<file path="src/rtl/uart_pkg.sv">
// UART receiver shared types and default constants.
// The PARITY state exists only when UART_RX_PARITY_EN is defined.
package uart_pkg;

  localparam int CLKS_PER_BIT_DEF = 16;
  localparam int DATA_BITS_DEF    = 8;

  typedef enum logic [2:0] {
    ST_IDLE   = 3'd0,
    ST_START  = 3'd1,
    ST_DATA   = 3'd2,
`ifdef UART_RX_PARITY_EN
    ST_PARITY = 3'd3,
`endif
    ST_STOP   = 3'd4,
    ST_BREAK  = 3'd5
  } uart_state_e;

endpackage

</file>
<file path="src/rtl/uart_rx_if.sv">
// Receive-side result bundle of uart_rx.
// The master drives data, strobes and busy; the slave consumes them.
interface uart_rx_if
  import uart_pkg::*;
#(
  parameter int DATA_BITS = DATA_BITS_DEF
);

  logic [DATA_BITS-1:0] rx_data;
  logic                 rx_valid;
  logic                 frame_err;
  logic                 parity_err;
  logic                 busy;

  modport master (
    output rx_data,
    output rx_valid,
    output frame_err,
    output parity_err,
    output busy
  );

  modport slave (
    input rx_data,
    input rx_valid,
    input frame_err,
    input parity_err,
    input busy
  );

endinterface

</file>
<file path="src/rtl/sync_2ff.sv">
// Two-flop single-bit synchronizer.
// Both flops reset to RST_VAL.
module sync_2ff #(
  parameter logic RST_VAL = 1'b1
) (
  input  logic clk,
  input  logic rst_n,
  input  logic d,
  output logic q
);

  logic meta;

  always_ff @(posedge clk or negedge rst_n) begin
    if (!rst_n) begin
      meta <= RST_VAL;
      q    <= RST_VAL;
    end else begin
      meta <= d;
      q    <= meta;
    end
  end

endmodule

</file>
<file path="src/rtl/uart_rx.sv">
// UART receiver: mid-bit sampling, break detection.
// Define UART_RX_PARITY_EN to add one even-parity bit per frame.
module uart_rx
  import uart_pkg::*;
#(
  parameter int CLKS_PER_BIT = CLKS_PER_BIT_DEF,
  parameter int DATA_BITS    = DATA_BITS_DEF
) (
  input  logic      clk,
  input  logic      rst_n,
  input  logic      rx,
  uart_rx_if.master bus
);

  localparam int CW = $clog2(CLKS_PER_BIT);
  localparam int BW = $clog2(DATA_BITS + 1);

  localparam logic [CW-1:0] HALF_END = CW'(CLKS_PER_BIT / 2 - 1);
  localparam logic [CW-1:0] BIT_END  = CW'(CLKS_PER_BIT - 1);
  localparam logic [BW-1:0] LAST_BIT = BW'(DATA_BITS - 1);

  if (CLKS_PER_BIT < 4) begin : g_bad_cpb
    $error("uart_rx: CLKS_PER_BIT must be 4 or more");
  end
  if (DATA_BITS < 5 || DATA_BITS > 8) begin : g_bad_db
    $error("uart_rx: DATA_BITS must be 5..8");
  end

  logic                 rx_s;
  uart_state_e          state;
  logic [CW-1:0]        cnt;
  logic [BW-1:0]        bit_cnt;
  logic [DATA_BITS-1:0] shift;
  logic [DATA_BITS-1:0] data_q;
  logic                 valid_q;
  logic                 ferr_q;

  sync_2ff #(
    .RST_VAL(1'b1)
  ) u_sync (
    .clk  (clk),
    .rst_n(rst_n),
    .d    (rx),
    .q    (rx_s)
  );

`ifdef UART_RX_PARITY_EN
  logic perr_q;
  logic par_bad;

  always_ff @(posedge clk or negedge rst_n) begin
    if (!rst_n) begin
      perr_q  <= 1'b0;
      par_bad <= 1'b0;
    end else begin
      perr_q <= 1'b0;
      if (state == ST_PARITY && cnt == BIT_END) begin
        par_bad <= rx_s ^ (^shift);
      end
      // Stop-bit low takes precedence so only one strobe fires
      if (state == ST_STOP && cnt == BIT_END) begin
        perr_q <= rx_s & par_bad;
      end
    end
  end

  assign bus.parity_err = perr_q;
`else
  assign bus.parity_err = 1'b0;
`endif

  always_ff @(posedge clk or negedge rst_n) begin
    if (!rst_n) begin
      state   <= ST_IDLE;
      cnt     <= '0;
      bit_cnt <= '0;
      shift   <= '0;
      data_q  <= '0;
      valid_q <= 1'b0;
      ferr_q  <= 1'b0;
    end else begin
      valid_q <= 1'b0;
      ferr_q  <= 1'b0;
      unique case (state)
        ST_IDLE: begin
          if (!rx_s) begin
            state   <= ST_START;
            cnt     <= '0;
            bit_cnt <= '0;
          end
        end
        ST_START: begin
          if (cnt == HALF_END) begin
            cnt   <= '0;
            state <= rx_s ? ST_IDLE : ST_DATA;
          end else begin
            cnt <= cnt + 1'b1;
          end
        end
        ST_DATA: begin
          if (cnt == BIT_END) begin
            cnt     <= '0;
            shift   <= {rx_s, shift[DATA_BITS-1:1]};
            bit_cnt <= bit_cnt + 1'b1;
            if (bit_cnt == LAST_BIT) begin
`ifdef UART_RX_PARITY_EN
              state <= ST_PARITY;
`else
              state <= ST_STOP;
`endif
            end
          end else begin
            cnt <= cnt + 1'b1;
          end
        end
`ifdef UART_RX_PARITY_EN
        ST_PARITY: begin
          if (cnt == BIT_END) begin
            cnt   <= '0;
            state <= ST_STOP;
          end else begin
            cnt <= cnt + 1'b1;
          end
        end
`endif
        ST_STOP: begin
          if (cnt == BIT_END) begin
            cnt <= '0;
            if (!rx_s) begin
              ferr_q <= 1'b1;
              state  <= ST_BREAK;
            end else begin
              state <= ST_IDLE;
`ifdef UART_RX_PARITY_EN
              if (!par_bad) begin
                valid_q <= 1'b1;
                data_q  <= shift;
              end
`else
              valid_q <= 1'b1;
              data_q  <= shift;
`endif
            end
          end else begin
            cnt <= cnt + 1'b1;
          end
        end
        ST_BREAK: begin
          if (rx_s) begin
            state <= ST_IDLE;
          end
        end
        default: begin
          state <= ST_IDLE;
        end
      endcase
    end
  end

  assign bus.rx_data   = data_q;
  assign bus.rx_valid  = valid_q;
  assign bus.frame_err = ferr_q;
  assign bus.busy      = (state != ST_IDLE);

endmodule

</file>
<file path="src/flat_wrapper.sv">
// flat-port wrapper written by rule: the top's interface ports become plain ports
module uart_rx_flat import uart_pkg::*;
#(
  parameter int CLKS_PER_BIT = CLKS_PER_BIT_DEF,
  parameter int DATA_BITS    = DATA_BITS_DEF
)
  (clk, rst_n, rx, bus_rx_data, bus_rx_valid, bus_frame_err, bus_parity_err, bus_busy);
  uart_rx_if #(.DATA_BITS(DATA_BITS)) bus_i ();
  input  logic clk;
  input  logic rst_n;
  input  logic rx;
  output wire logic [$bits(bus_i.rx_data)-1:0] bus_rx_data;
  output wire logic [$bits(bus_i.rx_valid)-1:0] bus_rx_valid;
  output wire logic [$bits(bus_i.frame_err)-1:0] bus_frame_err;
  output wire logic [$bits(bus_i.parity_err)-1:0] bus_parity_err;
  output wire logic [$bits(bus_i.busy)-1:0] bus_busy;
  assign bus_rx_data = bus_i.rx_data;
  assign bus_rx_valid = bus_i.rx_valid;
  assign bus_frame_err = bus_i.frame_err;
  assign bus_parity_err = bus_i.parity_err;
  assign bus_busy = bus_i.busy;
  uart_rx #(.CLKS_PER_BIT(CLKS_PER_BIT), .DATA_BITS(DATA_BITS)) u_core (.clk(clk), .rst_n(rst_n), .rx(rx), .bus(bus_i));
endmodule
</file>
<file path="config.mk">
export PLATFORM = sky130hd
export DESIGN_NAME = uart_rx_flat
export DESIGN_NICKNAME = d
export VERILOG_FILES = /design/src/rtl/uart_pkg.sv /design/src/rtl/uart_rx_if.sv /design/src/rtl/sync_2ff.sv /design/src/rtl/uart_rx.sv /design/src/flat_wrapper.sv
export SDC_FILE = /design/constraint.sdc
export NUM_CORES = 1
export LEC_CHECK = 0
export BUFFER_PORTS_ARGS = -buffer_cell sky130_fd_sc_hd__clkbuf_2
export CAP_MARGIN = 15
export CORE_AREA = 2 2 54 68
export CTS_CLUSTER_DIAMETER = 200
export DETAILED_ROUTE_END_ITERATION = 8
export DIE_AREA = 0 0 56 70
export GPL_ROUTABILITY_DRIVEN = 0
export PLACE_DENSITY = 0.71
export REMOVE_ABC_BUFFERS = 1
export SETUP_SLACK_MARGIN = 0.4
export SYNTH_ARGS = -nofsm -noshare
export SYNTH_HDL_FRONTEND = slang
export SYNTH_SLANG_ARGS = --single-unit
</file>
<file path="constraint.sdc">
create_clock -name clk -period 5.3 [get_ports clk]
set_clock_uncertainty 0.1 [all_clocks]
set_input_delay 0.53 -clock clk [delete_from_list [all_inputs] [get_ports clk]]
set_output_delay 0.53 -clock clk [all_outputs]
set_load 0.005 [all_outputs]
</file>
==> results.sh <==
export IMPL_p_leak_nw=0.775
export IMPL_hold_class="in2async"
export IMPL_synth_edf_count=0
export IMPL_critPathMaxStageDelay_ns=0.52
export IMPL_grt_antenna_before_repair=0
export IMPL_synthTopCellsByArea="dfrtp_1 52%, mux2_2 14%, dfstp_2 3.7%, o21ai_0 3.6%, nand2_1 2.1%"
export IMPL_port_buffer_count=13
export IMPL_post_route_min_period_ns=2.21
export IMPL_power_per_cell_area_nw_per_um2=382
export IMPL_dieArea_um2=3920
export IMPL_cts_resized=0
export IMPL_crit_path_max_fanout=12
export IMPL_rr_startpoint="u_core.state[0]"
export IMPL_post_cts_setup_buffer_count=0
export IMPL_async_flop_share_pct=100
export IMPL_sw_frac_of_total_pct=31.5
export IMPL_synth_seq_cells=31
export IMPL_cap_violations=0
export IMPL_reg2reg_to="u_core.bit_cnt[0]"
export IMPL_grt_pass1_wl_um=4350
export IMPL_period_share_pct=41.7
export IMPL_row_count=24
export IMPL_grt_max_degree=32
export IMPL_ys_top_cells_by_count="29 x dfrtp_1, 17 x mux2_2, 10 x o21ai_0"
export IMPL_total_power_mw=0.601
export IMPL_synthCells=116
export IMPL_p_comb_share_pct=21.0
export IMPL_die_x_um=56
export IMPL_drt_drc_violations_left=0
export IMPL_synth_top_area_share_pct=51.6
export IMPL_nNetsFinal=135
export IMPL_place_inst=162
export IMPL_grtUsageTotal_pct=14.3
export IMPL_holdWs_ns=0.188
export IMPL_first_iter_violations=26
export IMPL_synth_top_cell_by_area="dfrtp_1"
export IMPL_ir_drop_mv=0.279
export IMPL_dp_hpwl_um=1650
export IMPL_grt_pass1_vias=965
export IMPL_clock_sinks=31
export IMPL_cts_root_buf="clkbuf_8"
export IMPL_finalSetupViolations=0
export IMPL_worst_setup_path_start_kind="register"
export IMPL_numCtsBuffers=5
export IMPL_fin_area_um2=1570
export IMPL_antenna_left=0
export IMPL_cts_tree="done"
export IMPL_grt_overflow=0
export IMPL_vias=909
export IMPL_p_int_mw=0.411
export IMPL_p_sw_mw=0.190
export IMPL_worstPathArrival_ns=1.58
export IMPL_power_frac_clock_pct=31.3
export IMPL_drt_total_wl_um=2350
export IMPL_ys_types=34
export IMPL_synth_warnings=0
export IMPL_cts_hold_buffers=0
export IMPL_rrSetupSlack_ns=3.36
export IMPL_rsz0062_at_grt="false"
export IMPL_worstRegToRegCells=4
export IMPL_cts_buffer_depth=2
export IMPL_synthFlopType="dfrtp_1"
export IMPL_synth_area_um2=1410
export IMPL_cp_data_required_time_ns=4.67
export IMPL_synth_area_per_cell_um2=12.1
export IMPL_clk_pin_slew_ns=0.06
export IMPL_path_class="reg2out"
export IMPL_synthMostInstantiatedCell="dfrtp_1"
export IMPL_start_util_pct=41.9
export IMPL_die_h_um=70
export IMPL_clk_latency_ns=0.28
export IMPL_fmax_mhz=453
export IMPL_fin_setup_tns_ns=0
export IMPL_core_um2=3360
export IMPL_relSlewSlack_pct=52.2
export IMPL_htreeDepth=2
export IMPL_fin_cells=170
export IMPL_antenna_cells=0
export IMPL_hold_violations=0
export IMPL_finalMaxSlewViolations=0
export IMPL_end_kind="primary output"
export IMPL_io_pins=15
export IMPL_slowest_stage="dfrtp_1"
export IMPL_placed_area_um2=1480
export IMPL_syn_to_final_growth_pct=11.7
export IMPL_worst_pin_slew_ns=0.716
export IMPL_crit_path_cell_trace="nor3_2 -> inv_1 -> clkbuf_2"
export IMPL_share_seq_of_total_power_pct=47.7
export IMPL_post_drt_via_cell_ratio=5.35
export IMPL_status="complete, no violations"
export IMPL_setup_slack_ns=3.09
export IMPL_drive_gt1_share_pct=35.9
export IMPL_dr_pass1_iters=4
export IMPL_seq_area_frac_synth_pct=55.3
export IMPL_fin_util_pct=46.8
export IMPL_pre_cts_slack_ns=3.37
export IMPL_wl_per_cell_um=13.8
## layout make-up
cell class                      count  area (um2)
Fill cell                         312        1790
Multi-Input combinational cell     72         563
Tap cell                           39        48.8
Timing Repair Buffer               13        65.1
Inverter                            7        26.3
Clock inverter                      1        5.00
Clock buffer                        7        86.3
Sequential cell                    31         778
## cells by family after synthesis
group	after synthesis	synth area share, %
multiplexers	17	13.6
AND/OR/NAND/NOR	27	11.8
buffers and inverters	13	4.71
AO/OA/AOI/OAI	22	10.5
flip-flops	31	55.3
XOR/XNOR	2	1.24
other	1	0.266
adder cells (fa/ha/maj)	3	2.58
## worst max-delay path by stage
stage	from	to	slack, ns	cells past startpoint
3_5_place_dp	u_core.state[0]	u_core.bit_cnt[0]	3.37	4
5_1_grt	u_core.state[0]	bus_busy	2.98	3
4_1_cts	u_core.state[0]	bus_busy	3.11	3
3_3_place_gp	u_core.state[0]	u_core.bit_cnt[0]	3.43	4
6_report	u_core.state[0]	bus_busy	3.09	3
2_1_floorplan	u_core.state[0]	u_core.bit_cnt[0]	3.51	4
## sequential cells by signal (all words and copies together), names as in the netlist
signal                cells
u_core.bus.rx_data        8
u_core.shift              8
u_core.bit_cnt            4
u_core.cnt                4
u_core.state              3
u_core.bus.frame_err      1
u_core.bus.rx_valid       1
u_core.u_sync.meta        1
u_core.u_sync.q           1
## power by group through the flow
stage / Sequential, mW / Combinational, mW / Clock [mW]
finish: 0.287 / 0.126 / 0.188
global route: 0.291 / 0.145 / 0.208
CTS: 0.287 / 0.127 / 0.196
detailed placement: 0.291 / 0.127 / 0
global placement: 0.288 / 0.119 / 0
floorplan: 0.284 / 0.0960 / 0
## metal layers
metal	routed length, um	track usage, %	vias to the layer above
met5	0	0	-
met4	48	6.88	0
met3	105	5.00	6
met2	1120	23.1	20
met1	1080	16.8	448
li1	-	-	435
## critical path, delay by kind of cell (launching register included)
| kind | cells | cell delay (ns) |
|---|---|---|
| buf+inv | 2 | 0.27 |
| simple gates | 1 | 0.51 |
| flops | 1 | 0.52 |
## layout by cell type, fill, tap and decap left out, drive strengths merged, types with 2 or more instances in the layout
cell type	netlist	routed
dfrtp	29	29
clkbuf	1	20
mux2	17	17
o21ai	10	10
nand2	9	9
inv	7	7
nor2	5	5
and2	3	3
o31ai	3	3
nand3	3	3
xor2	2	2
nor3b	2	2
a41oi	2	2
a21oi	2	2
ha	2	2
dfstp	2	2
No activity file was read; power rests on OpenSTA's default activity.
